`src/rtl/ts4231_pulse_timestamper.sv`:
```
// TS4231 envelope timestamper: synchronises the envelope, measures each light pulse
// against a free-running counter and queues {timestamp, width, class} records.
module ts4231_pulse_timestamper #(
  parameter int unsigned MIN_WIDTH       = 8,
  parameter int unsigned SWEEP_MAX       = 1200,
  parameter int unsigned MAX_WIDTH       = 16000,
  parameter bit          ENV_ACTIVE_HIGH = 1'b1
) (
  input  logic        clk_96MHz,
  input  logic        reset,
  input  logic        configured,
  input  logic        e_in,
  output logic        pulse_valid,
  input  logic        pulse_ready,
  output logic [31:0] pulse_timestamp,
  output logic [15:0] pulse_width,
  output logic        pulse_is_sweep,
  output logic        overflow,
  output logic        stuck
);

  localparam int unsigned TS_W         = 32;
  localparam int unsigned WID_W        = 16;
  localparam logic        ENV_IDLE_LVL = !ENV_ACTIVE_HIGH;

  typedef struct packed {
    logic [TS_W-1:0]  ts;
    logic [WID_W-1:0] width;
    logic             is_sweep;
  } rec_t;

  typedef enum logic [2:0] {
    S_IDLE,
    S_ARMED,
    S_WAIT_RISE,
    S_IN_PULSE,
    S_STUCK
  } state_t;

  state_t           state, state_nx;
  logic             sync1, sync2, env, env_d;
  logic [TS_W-1:0]  ts_cnt, ts_reg;
  logic [WID_W-1:0] width;
  logic             ts_load_c, width_inc_c, push_req_c, set_stuck_c;
  logic             push_pend;
  rec_t             push_rec;
  rec_t             mem [2];
  logic             wr_ptr, rd_ptr;
  logic [1:0]       count;
  logic             pop_c, full_c, do_write_c;
  rec_t             head_c;

  assign env = ENV_ACTIVE_HIGH ? sync2 : ~sync2;

  // Two-flop synchroniser plus one flop of history for edge detection
  always_ff @(posedge clk_96MHz) begin
    if (reset) begin
      sync1 <= ENV_IDLE_LVL;
      sync2 <= ENV_IDLE_LVL;
      env_d <= 1'b0;
    end else begin
      sync1 <= e_in;
      sync2 <= sync1;
      env_d <= env;
    end
  end

  always_ff @(posedge clk_96MHz) begin
    if (reset) ts_cnt <= '0;
    else       ts_cnt <= ts_cnt + TS_W'(1);
  end

  // Capture FSM; dropping configured aborts whatever is in flight
  always_comb begin
    state_nx    = state;
    ts_load_c   = 1'b0;
    width_inc_c = 1'b0;
    push_req_c  = 1'b0;
    set_stuck_c = 1'b0;
    if (!configured) begin
      state_nx = S_IDLE;
    end else begin
      case (state)
        S_IDLE:  state_nx = S_ARMED;
        S_ARMED: if (!env) state_nx = S_WAIT_RISE;
        S_WAIT_RISE: begin
          if (env && !env_d) begin
            ts_load_c = 1'b1;
            state_nx  = S_IN_PULSE;
          end
        end
        S_IN_PULSE: begin
          if (env) begin
            width_inc_c = 1'b1;
            if (width == WID_W'(MAX_WIDTH - 1)) begin
              set_stuck_c = 1'b1;
              state_nx    = S_STUCK;
            end
          end else begin
            push_req_c = (width >= WID_W'(MIN_WIDTH));
            state_nx   = S_WAIT_RISE;
          end
        end
        S_STUCK: if (!env) state_nx = S_WAIT_RISE;
        default: state_nx = S_IDLE;
      endcase
    end
  end

  always_ff @(posedge clk_96MHz) begin
    if (reset) begin
      state     <= S_IDLE;
      ts_reg    <= '0;
      width     <= '0;
      stuck     <= 1'b0;
      push_pend <= 1'b0;
      push_rec  <= '0;
    end else begin
      state     <= state_nx;
      push_pend <= push_req_c;
      if (ts_load_c) begin
        ts_reg <= ts_cnt;
        width  <= WID_W'(1);
      end else if (width_inc_c) begin
        width <= width + WID_W'(1);
      end
      if (set_stuck_c) stuck <= 1'b1;
      if (push_req_c) begin
        push_rec.ts       <= ts_reg;
        push_rec.width    <= width;
        push_rec.is_sweep <= (width <= WID_W'(SWEEP_MAX));
      end
    end
  end

  // Two-entry record FIFO; a pop frees the slot for a same-cycle push
  assign pop_c      = pulse_valid && pulse_ready;
  assign full_c     = (count == 2'd2);
  assign do_write_c = push_pend && (!full_c || pop_c);

  always_ff @(posedge clk_96MHz) begin
    if (reset) begin
      mem[0]   <= '0;
      mem[1]   <= '0;
      wr_ptr   <= 1'b0;
      rd_ptr   <= 1'b0;
      count    <= '0;
      overflow <= 1'b0;
    end else begin
      if (do_write_c) begin
        mem[wr_ptr] <= push_rec;
        wr_ptr      <= ~wr_ptr;
      end
      if (pop_c) rd_ptr <= ~rd_ptr;
      if (push_pend && full_c && !pop_c) overflow <= 1'b1;
      case ({do_write_c, pop_c})
        2'b10:   count <= count + 2'd1;
        2'b01:   count <= count - 2'd1;
        default: count <= count;
      endcase
    end
  end

  assign head_c          = mem[rd_ptr];
  assign pulse_valid     = (count != 2'd0);
  assign pulse_timestamp = head_c.ts;
  assign pulse_width     = head_c.width;
  assign pulse_is_sweep  = head_c.is_sweep;

endmodule

```
`config.mk`:
```
export PLATFORM = sky130hd
export DESIGN_NAME = ts4231_pulse_timestamper
export DESIGN_NICKNAME = d
export VERILOG_FILES = /design/src/rtl/ts4231_pulse_timestamper.sv
export SDC_FILE = /design/constraint.sdc
export NUM_CORES = 1
export LEC_CHECK = 0
export ABC_CLOCK_PERIOD_IN_PS = 7800
export CELL_PAD_IN_SITES_DETAIL_PLACEMENT = 0
export CELL_PAD_IN_SITES_GLOBAL_PLACEMENT = 1
export CORE_ASPECT_RATIO = 1.25
export CORE_MARGIN = 5
export CORE_UTILIZATION = 40
export DETAILED_ROUTE_END_ITERATION = 8
export PLACE_DENSITY = 0.74
export SYNTH_ARGS = -nofsm -noshare
export SYNTH_HDL_FRONTEND = slang
export SYNTH_SLANG_ARGS = --single-unit
```
`constraint.sdc`:
```
create_clock -name clk_96MHz -period 7.8 [get_ports clk_96MHz]
set_input_delay 1.56 -clock clk_96MHz [delete_from_list [all_inputs] [get_ports clk_96MHz]]
set_output_delay 1.56 -clock clk_96MHz [all_outputs]
set_load 0.005 [all_outputs]
```
==> out/qor.csv <==
stage,metric,value,unit
status,status,"complete, no violations",
timing,Tightest Pin Transition,1110,ps
synthesis,top cell type by total area after synthesis,edfxtp_1,
synthesis,"Avg Cell Area, Syn",10.5,um^2
die,Initial Util,40.3,%
critical_path,Worst setup EP type,primary output,
final_layout,Synth-to-Final Area Change,16.7,%
detailed_routing,Routed wire per std cell,13.6,um
clock_network,total CTS buffers,24,
clock_network,number of hold buffers added after CTS,0,
critical_path,Critical R2R Capture,width[4]$_SDFFE_PP0P_,
flow_run,Max Cap Viol,0,
hold_path,Hold WC Path Type,register to register,
timing,max_slew headroom,26.2,%
detailed_routing,final wirelength,17800,um
clock_network,Worst-path clk slew,60,ps
synthesis,Post-synth ARST share,0,%
final_layout,Largest Register,mem,
critical_path,Max stage delay on crit path,490,ps
synthesis,"Seq/Total Area, Yosys",59.4,%
detailed_routing,DRC,0,
grt,total gr overflow,0,
hold_path,Min-Delay Startpoint,sync1$_SDFF_PP0_,
final_layout,register area,0.00581,mm^2
timing,# setup viols final,0,
place,HPWL after detailed placement,10600,um
timing,Final Hold Slack,433,ps
final_layout,most frequent cells in the layout,"nand2_1 (177), dfxtp_1 (142), and2_1 (103), edfxtp_1 (98), a21oi_1 (92)",
final_layout,area of the multi-input gates,0.00373,mm^2
die,IO Pins,57,
timing,RSZ-0062 raised after global routing,no,
die,Die Ht,185,um
pwr,VDD IR-drop max,130,uV
detailed_routing,total number of vias,6232,
timing,Clock Skews,16.2,ps
place,Post-DP Area,0.0106,mm^2
synthesis,post-synth net total,939,
synthesis,number of enable flip-flop cells after synthesis,98,
final_layout,Top Registers,"mem: 98 flops, push_rec: 49 flops",
critical_path,CP Cell Sequence,"buf_4, mux2_2, clkdlybuf4s50_1",
synthesis,distinct cell type count of the synthesized netlist,50,
clock_network,Clock Sinks,241,
pwr,Leak,3.94,nW
grt,largest net degree at the start of global routing,108,
place,GPL Wtd Cong,0.775,
place,PortBufs,56,
critical_path,reg-to-reg startpoint,env$_SDFF_PP0_,
final_layout,Final Util,47.0,%
clock_network,worst-skew pair later-pin latency,520,ps
critical_path,CP Max Fanout,49,
final_layout,filler instances,2281,
final_layout,"commonest non-fill, non-tap cell in the layout",nand2_1,
detailed_routing,Vias/cell,4.74,
timing,Final period util,49.0,%
timing,setup total negative slack,0,ps
die,Core Area,0.0243,mm^2
timing,maximum clock rate,262,MHz
synthesis,Synth Warn #,0,
synthesis,"FF+latch count, synth",241,
clock_network,CTS H-tree lvls,1,
die,row count,64,
final_layout,max FFs per register,98,
synthesis,Synth top area share,30.1,%
timing,Final min period,3820,ps
final_layout,# diodes,0,
timing,max-slew violation count,0,
critical_path,WS Path Type,register to primary output,
critical_path,reg2reg path depth,4,
final_layout,share of layout cells above drive strength 1,12.0,%
clock_network,clk buf depth,3,
synthesis,Synth area leaders,"edfxtp_1 (30%), dfxtp_1 (29%), nand2_1 (6.8%)",
clock_network,TritonCTS clock tree,built,
timing,final hold violations,0,
detailed_routing,DR pass1 iterations,4,
pwr,cell area power density,224,mW/mm^2
clock_network,postcts setup bufs,0,
die,DIE WIDTH,150,um
grt,Global Route Usage Sum,13.3,%
critical_path,CP Data Required Time,6240,ps
grt,vias in the first global route,6029,
synthesis,post-synthesis cell area,0.00977,mm^2
clock_network,post-cts sizing count,0,
detailed_routing,number of routed nets with antenna violations,0,
critical_path,slowest library cell on the worst path,buf_4,
die,die area,0.0277,mm^2
synthesis,gate count after technology mapping,930,
critical_path,reg-to-reg setup timing slack,5110,ps
hold_path,WHS Endpoint,env$_SDFF_PP0_,
detailed_routing,Detailed Route Iter0 Violations,369,
critical_path,Arrival @ worst endpoint,2260,ps
hold_path,hold path depth,1,
critical_path,Worst Setup Start Kind,register,
grt,first-pass GRT wire length,30400,um
clock_network,clock root cell,clkbuf_16,
synthesis,primary flip-flop cell chosen by synthesis mapping,dfxtp_1,
grt,antenna violations before repair,0,
final_layout,Nets,976,
final_layout,Final Instance Area,0.0114,mm^2
## worst max-delay path by stage
stage / start / to / slack (ps) / cells past startpoint
after global routing: register / pulse_timestamp[24] / 3830 / 3
after global placement: pulse_ready / mem[1][4]$_SDFFCE_PN0P_ / 3660 / 8
after floorplan: pulse_ready / mem[0][0]$_SDFFCE_PN0P_ / 3230 / 4
final: register / pulse_width[14] / 3980 / 3
after detailed placement: pulse_ready / mem[1][26]$_SDFFCE_PN0P_ / 3610 / 8
after CTS: register / pulse_timestamp[20] / 3900 / 3
## stage by stage
stage	total power, mW	instances	setup WS [ps]
2_1_floorplan	1.40	930	3230
3_3_place_gp	1.43	1271	3660
3_5_place_dp	1.43	1271	3610
4_1_cts	2.59	1315	3900
5_1_grt	2.65	1315	3830
6_report	2.56	1315	3980
## power by group
part	total [mW]	internal (mW)	switching, mW
Sequential	1.34	1.33	0.00763
Clock	1.16	0.686	0.471
Combinational	0.0640	0.0299	0.0341
## area by class of cell
type	instances	area share [%]
Clock inverter	15	1.42
Clock buffer	29	5.62
Multi-Input combinational cell	628	32.7
Timing Repair Buffer	65	5.49
Tap cell	330	3.62
Inverter	7	0.230
Sequential cell	241	50.9
## cells by family (layout without fill, tap and decap cells)
group                      count (synthesis)  after routing  share of synthesized area, %
buffers and inverters                     61            116                          2.78
xor gates and xnor gates                  43             43                          3.86
muxes                                     50             50                          5.75
DFF                                      241            241                          59.4
and+or+nand+nor                          423            423                          21.8
adders and majority gates                  4              4                         0.512
AOI/OAI and AO/OA                        108            108                          5.89
## cells in the mapped netlist, drive strengths merged, types with 6 or more instances
library cell / n
a21oi: 92
xor2: 29
nand4: 12
nor2: 60
inv: 7
and3: 7
xnor2: 14
clkbuf: 29
o21ai: 7
nand2: 177
dfxtp: 143
buf: 25
mux2: 49
or3: 7
and2: 103
nand3: 20
nor3: 6
edfxtp: 98
## critical path, delay by kind of cell, from the launching register on
| family | cells | cell delay (ps) |
|---|---|---|
| DFF | 1 | 310 |
| muxes | 1 | 420 |
| buffers and inverters | 2 | 940 |
## metal layers
metal  wire [um]  vias to the layer above  global-route usage [%]
li1            -                     3224                       -
met4         313                        0                    3.70
met3         640                       24                    2.21
met1        8250                     2908                    17.4
met2        8630                       76                    22.8
met5           0                        -                       0
No activity file was read; power rests on OpenSTA's default activity.
